File: src/rtl/demux32_1x4_reg.sv
// Registered 1-to-4 demultiplexer: steers bus words into four holding registers,
// selected by S or a rotating pointer, and freezes in HOLD once all four are valid.
`ifndef DATA_INDEX_LIMIT
`define DATA_INDEX_LIMIT 31
`endif

module demux32_1x4_reg #(
  parameter int WIDTH = `DATA_INDEX_LIMIT + 1
) (
  input  logic             CLK,
  input  logic             RST,
  input  logic [WIDTH-1:0] D,
  input  logic [1:0]       S,
  input  logic             WE,
  input  logic             AUTO,
  input  logic             ACK,
  output logic [WIDTH-1:0] Y0,
  output logic [WIDTH-1:0] Y1,
  output logic [WIDTH-1:0] Y2,
  output logic [WIDTH-1:0] Y3,
  output logic [3:0]       VAL,
  output logic [1:0]       PTR,
  output logic             FULL,
  output logic             OVR
);

  typedef enum logic [0:0] {
    ST_FILL = 1'b0,
    ST_HOLD = 1'b1
  } state_t;

  state_t           state_r, state_s;
  logic [WIDTH-1:0] y_r [4];
  logic [WIDTH-1:0] y_s [4];
  logic [3:0]       val_r, val_s;
  logic [1:0]       ptr_r, ptr_s;
  logic             full_r, full_s;
  logic             ovr_r, ovr_s;
  logic [1:0]       tgt_s;
  logic [3:0]       val_wr_s;

  // Next-state and next-register computation; ACK always wins over WE.
  always_comb begin
    state_s = state_r;
    y_s     = y_r;
    val_s   = val_r;
    ptr_s   = ptr_r;
    full_s  = full_r;
    ovr_s   = ovr_r;
    if (AUTO) begin
      tgt_s = ptr_r;
    end else begin
      tgt_s = S;
    end
    val_wr_s = val_r | (4'b0001 << tgt_s);

    case (state_r)
      ST_FILL: begin
        if (ACK) begin
          val_s = 4'b0000;
          ptr_s = 2'b00;
        end else if (WE) begin
          y_s[tgt_s] = D;
          val_s      = val_wr_s;
          if (AUTO) begin
            ptr_s = ptr_r + 2'd1;
          end else begin
            ptr_s = ptr_r;
          end
          if (val_wr_s == 4'b1111) begin
            state_s = ST_HOLD;
            full_s  = 1'b1;
          end else begin
            state_s = ST_FILL;
          end
        end else begin
          state_s = ST_FILL;
        end
      end
      ST_HOLD: begin
        if (ACK) begin
          state_s = ST_FILL;
          val_s   = 4'b0000;
          ptr_s   = 2'b00;
          full_s  = 1'b0;
          ovr_s   = 1'b0;
        end else if (WE) begin
          ovr_s = 1'b1;
        end else begin
          state_s = ST_HOLD;
        end
      end
      default: begin
        state_s = ST_FILL;
        val_s   = 4'b0000;
        ptr_s   = 2'b00;
        full_s  = 1'b0;
        ovr_s   = 1'b0;
      end
    endcase
  end

  // State and holding registers with asynchronous clear.
  always_ff @(posedge CLK or negedge RST) begin
    if (!RST) begin
      state_r <= ST_FILL;
      for (int i = 0; i < 4; i++) begin
        y_r[i] <= {WIDTH{1'b0}};
      end
      val_r  <= 4'b0000;
      ptr_r  <= 2'b00;
      full_r <= 1'b0;
      ovr_r  <= 1'b0;
    end else begin
      state_r <= state_s;
      for (int i = 0; i < 4; i++) begin
        y_r[i] <= y_s[i];
      end
      val_r  <= val_s;
      ptr_r  <= ptr_s;
      full_r <= full_s;
      ovr_r  <= ovr_s;
    end
  end

  assign Y0   = y_r[0];
  assign Y1   = y_r[1];
  assign Y2   = y_r[2];
  assign Y3   = y_r[3];
  assign VAL  = val_r;
  assign PTR  = ptr_r;
  assign FULL = full_r;
  assign OVR  = ovr_r;

endmodule

File: config.mk
export PLATFORM = sky130hd
export DESIGN_NAME = demux32_1x4_reg
export DESIGN_NICKNAME = d
export VERILOG_FILES = /design/src/rtl/demux32_1x4_reg.sv
export SDC_FILE = /design/constraint.sdc
export NUM_CORES = 1
export LEC_CHECK = 0
export ABC_CLOCK_PERIOD_IN_PS = 2100
export BUFFER_PORTS_ARGS = -buffer_cell sky130_fd_sc_hd__buf_2
export CAP_MARGIN = 20
export CELL_PAD_IN_SITES_DETAIL_PLACEMENT = 0
export CELL_PAD_IN_SITES_GLOBAL_PLACEMENT = 1
export CORE_MARGIN = 5
export CORE_UTILIZATION = 43
export CTS_BUF_LIST = sky130_fd_sc_hd__clkbuf_4
export DETAILED_ROUTE_END_ITERATION = 10
export PLACE_DENSITY = 0.94
export SYNTH_ARGS = -nofsm -noshare
export SYNTH_HDL_FRONTEND = slang
export SYNTH_SLANG_ARGS = --single-unit
File: constraint.sdc
create_clock -name CLK -period 2.1 [get_ports CLK]
set_input_delay 0.42 -clock CLK [delete_from_list [all_inputs] [get_ports CLK]]
set_output_delay 0.42 -clock CLK [all_outputs]
set_load 0.02 [all_outputs]
; Yosys cells after proc, flatten, opt, wreduce, memory -nomap -nowiden
; Index checks and enable logic that the tools add are counted.
; W data, S select, Z words.
[word_totals]
mem_bits_ro = 0
latch_bits = 0
ff_bits = 137
n_memories = 0
ramBits = 0
[op_classes]
n_mul = 0
magnitude_cmp = 2
n_bitwise = 4
n_shift = 1
n_eq_ne = 7
n_reduce_logical = 7
div_mod_pow = 0
add_sub_neg = 1
muxes = 25
[op_table]
columns = op, count
row1 = $bwmux W128, 1
row2 = $demux W32 S2, 1
row3 = $mux W32, 1
row4 = $mux W4, 3
row5 = $mux W1, 10
row6 = $mux W2, 5
row7 = $ne A2 B2 Y1 const B, 4
row8 = $pmux W4 S2, 1
row9 = $ne A3 B3 Y1 const B, 2
row10 = $reduce_and A3 Y1, 2
row11 = $eq A4 B4 Y1 const B, 1
row12 = $or A4 B4 Y4, 1
row13 = $pmux W1 S2, 2
row14 = $pmux W2 S2, 1
row15 = $reduce_and A2 Y1, 2
row16 = $reduce_and A4 Y1, 1
row17 = $shl A1 B2 Y4 const A, 1
row18 = $ge A3 B3 Y1 const B, 1
row19 = $lt A3 B1 Y1 const B, 1
row20 = $not A2 Y3, 1
row21 = $add A2 B1 Y2 const B, 1
row22 = $not A1 Y1, 2
row23 = $reduce_bool A2 Y1, 1
row24 = $logic_and A1 B1 Y1, 1

; Longest topological paths before layout
[depth]
depth_word = 8
depth_mapped = 7
mapped_depth_nobuf = 5

; Worst setup path after synthesis
; Ideal clock, no wire load.
[synth_path]
path_kind = input to register
from = in ACK
to = reg y_r (netlist bit Y3[10])
arrival_ns = 1.653
setup_slack_ns = 0.322
cell_stages = 6
cell_sequence = buf_2 -> nor3b_4 -> and3_1 -> buf_6 -> buf_12 -> mux2_4
[synth_between]
elab_chain_cells = 2
[synth_lines]
columns = element, line_no
row1 = from (decl), 16  ; input logic ACK,
row2 = $not A1 Y1 (no line), -
row3 = $reduce_and A3 Y1 (no line), -
row4 = "to (signal, indexed assignment)", 108  ; y_r[i] <= {WIDTH{1'b0}};
row5 = "to (signal, indexed assignment)", 117  ; y_r[i] <= y_s[i];
row6 = to (decl), 33  ; logic [WIDTH-1:0] y_r [4];
; Every way passes these cells.
; A chain may end at the register's enable or synchronous reset.

; Worst setup path in the final report
[layout_path]
from = reg state_r
to = reg y_r (netlist bit Y3[1])
[layout_between]
elab_chain_cells = 2
[layout_lines]
columns = element, line_no
row1 = from (decl), 32  ; state_t state_r, state_s;
row2 = from (signal assigned), 115  ; state_r <= state_s;
row3 = $not A1 Y1 (no line), -
row4 = $reduce_and A3 Y1 (no line), -
; Every way passes these cells.

==> flow_summary.json <==
{
  "grt_overflow": 0,
  "drc_errors": 0,
  "netlist-cell-type-count": 23,
  "pwr_density_cell_mw_per_mm2": 1220,
  "dieArea_mm2": 0.0148,
  "core_region_area_mm2": 0.0121,
  "finalSetupViolCount": 0,
  "synthesis.area_mm2": 0.00538,
  "grt_use_total_pct": 17.2,
  "max-cap-violations": 0,
  "ys_top_cells_by_area": "dfrtp_1 (64%), mux2_2 (21%), mux2_4 (8.1%)",
  "grt_antenna_before_repair": 0,
  "timing.final.max_slew_violations": 0,
  "timing.final.crit_share_pct": 83.7,
  "ff_to_ff_end": "Y3[1]",
  "finalInstanceArea_mm2": 0.00679,
  "critical_path.endpoint_type": "flip-flop",
  "cts_max_path_buffers": 2,
  "clock_tree_from_tritoncts": "done",
  "hold_end": "Y3[19]",
  "final.fill_count": 1026,
  "synth_seq_area_share_pct": 63.8,
  "reg2reg_setup_slack_ns": 0.34,
  "hold_start": "D[19]",
  "placed_cell_area_mm2": 0.00646,
  "boundaryPins": 175,
  "clk_root_buffer_cell": "clkbuf_4",
  "number_of_warnings_issued_by_yosys": 0,
  "dp.cells": 655,
  "post-cts-setup-buffer-count": 0,
  "power.leakage_nw": 3.39,
  "maxClockFrequency_mhz": 569,
  "fin_skew_ns": 0.0263,
  "timing.setup.critical_path_class": "flip-flop to flip-flop",
  "worst_skew_pair.late_latency_ns": 0.53,
  "worst-slew-pin-transition_ns": 0.373,
  "place.gp.congestion": 0.731,
  "hold_ws_ns": 0.147,
  "setup_repair_after_global_routing_missed_its_margin": "no",
  "synthDominantAreaCellType": "dfrtp_1",
  "htree_num_levels": 4,
  "cp_data_required_time_ns": 2.51,
  "route.final.wire_length_um": 12300,
  "hold_path.class": "input pin to flip-flop",
  "first_global_vias": 3640,
  "initialDrtViolationCount": 223,
  "die_width_um": 122,
  "syn_to_final_growth_pct": 26.3,
  "yosys_register_bits": 137,
  "layout.core_utilization_pct": 56.1,
  "syn_avg_cell_area_um2": 17.1,
  "route.antenna.remaining_nets": 0,
  "drive_gt1_share_pct": 67.9,
  "wire_per_inst_um": 17.9,
  "drt-vias-per-instance": 4.84,
  "synth_fp_nets": 354,
  "floorplan.rows": 40,
  "postSynthCellCount": 315,
  "grt_max_degree": 72,
  "total_power_mw": 8.26,
  "clk_pin_slew_ns": 0.13,
  "whs_path_depth": 2,
  "worst_slack_ns": 0.343,
  "synth_top_cell_area_share_pct": 63.8,
  "drt_pass_1_iters": 4,
  "detailed_place_hpwl_um": 8900,
  "crit_path_start_kind": "flip-flop",
  "final_hold_viol_count": 0,
  "cts-buffers-inserted": 17,
  "grt_pass1_wl_um": 19500,
  "antenna_diodes": 0,
  "outcome": "complete, no violations",
  "maxSlewHeadroom_pct": 75.2,
  "power.ir.vdd_worst_mv": 0.735,
  "nNetsFinal": 546,
  "post-route-min-period_ns": 1.76,
  "post-place-ws_ns": 0.214,
  "ff_to_ff_start": "state_r",
  "reg2regPathDepth": 4,
  "placement.io_buffers": 174,
  "die_h_um": 122,
  "cts.sink_count": 137,
  "initial_core_utilization_pct": 44.4,
  "setup_total_negative_slack_ns": 0,
  "worstPathMaxFanout": 14,
  "finish.cell_count_without_fillers": 688,
  "route.vias.total": 3331,
  "cp_data_arrival_time_ns": 2.17
}
## placed cells by master (no fill, tap or decap), types with 2 or more instances in the layout
| master | count |
|---|---|
| buf_2 | 173 |
| dfrtp_1 | 137 |
| mux2_2 | 101 |
| mux2_4 | 29 |
| clkbuf_4 | 19 |
| buf_4 | 7 |
| buf_12 | 5 |
| inv_1 | 4 |
| nand2_1 | 4 |
| o21ai_0 | 4 |
| nor2_1 | 4 |
| bufinv_16 | 4 |
| nand3_1 | 3 |
| clkinvlp_4 | 3 |
| nand4_1 | 2 |
| xor2_1 | 2 |
| a21oi_1 | 2 |
| clkinv_1 | 2 |
| clkinv_2 | 2 |
| clkinv_4 | 2 |
## layout make-up
class	count	area (um2)	area share, %
sequential	137	3430	50.5
multi-input combinational	160	1780	26.2
timing repair buffer	187	1040	15.3
tap	168	210	3.10
clock inverter	13	178	2.62
clock buffer	19	143	2.10
inverter	4	15.0	0.221
## sequential cells by signal, indices dropped and copies added (netlist names)
name / cells
state_r: 1
FULL: 1
Y3: 32
PTR: 2
Y1: 32
OVR: 1
VAL: 4
Y2: 32
Y0: 32
## worst max-delay path by stage
stage	startpoint	end	slack, ns	cells after the start
floorplan	ACK	Y3[10]	0.32	6
global placement	AUTO	Y3[4]	0.25	5
detailed placement	AUTO	Y3[1]	0.21	5
CTS	state_r	Y3[1]	0.35	4
global route	state_r	Y3[31]	0.28	4
finish	state_r	Y3[1]	0.34	4
## power breakdown
part / switching [mW] / internal [mW]
combinational: 1.52 / 1.13
sequential: 0.365 / 3.33
clock: 0.955 / 0.962
total: 2.84 / 5.42
## cell families (layout without fill, tap and decap cells)
logic type                Yosys count  after routing  synth area share, %
xor gates and xnor gates            2              2                0.326
AOI/OAI and AO/OA                   8              8                0.908
and+or+nand+nor                    19             19                 2.33
DFF                               137            137                 63.8
buffers and inverters              18            223                 3.23
muxes                             131            131                 29.4
## synthesized netlist by cell type (all sizes together)
| master | instances |
|---|---|
| a21oi | 2 |
| o21ai | 4 |
| nand2 | 5 |
| xor2 | 2 |
| dfrtp | 137 |
| nand4 | 2 |
| inv | 4 |
| mux2i | 1 |
| buf | 14 |
| a32o | 1 |
| nand3b | 1 |
| nand3 | 4 |
| mux2 | 130 |
| a21o | 1 |
| nor2 | 5 |
| nor3b | 1 |
| and3 | 1 |
## metal layers
metal	up-vias	GRT usage, %	share of wire, %
li1	1498	-	-
met1	1697	20.7	41
met2	123	28.6	50
met3	13	6.78	7.7
met4	0	5.18	0.97
met5	-	0	0
## timing repair
item                                   CTS  global route
hold buffers                             1             0
endpoints found under the hold margin  137             0
resized for setup                        0             0
## critical path, stage by stage, from the launching register on
cell and delay (ns):
dfrtp_1 0.46, nor3b_4 0.26, and3_2 0.25, buf_4 0.29
mux2_2 0.37
Note: power is estimated with default switching activity, not from simulation.
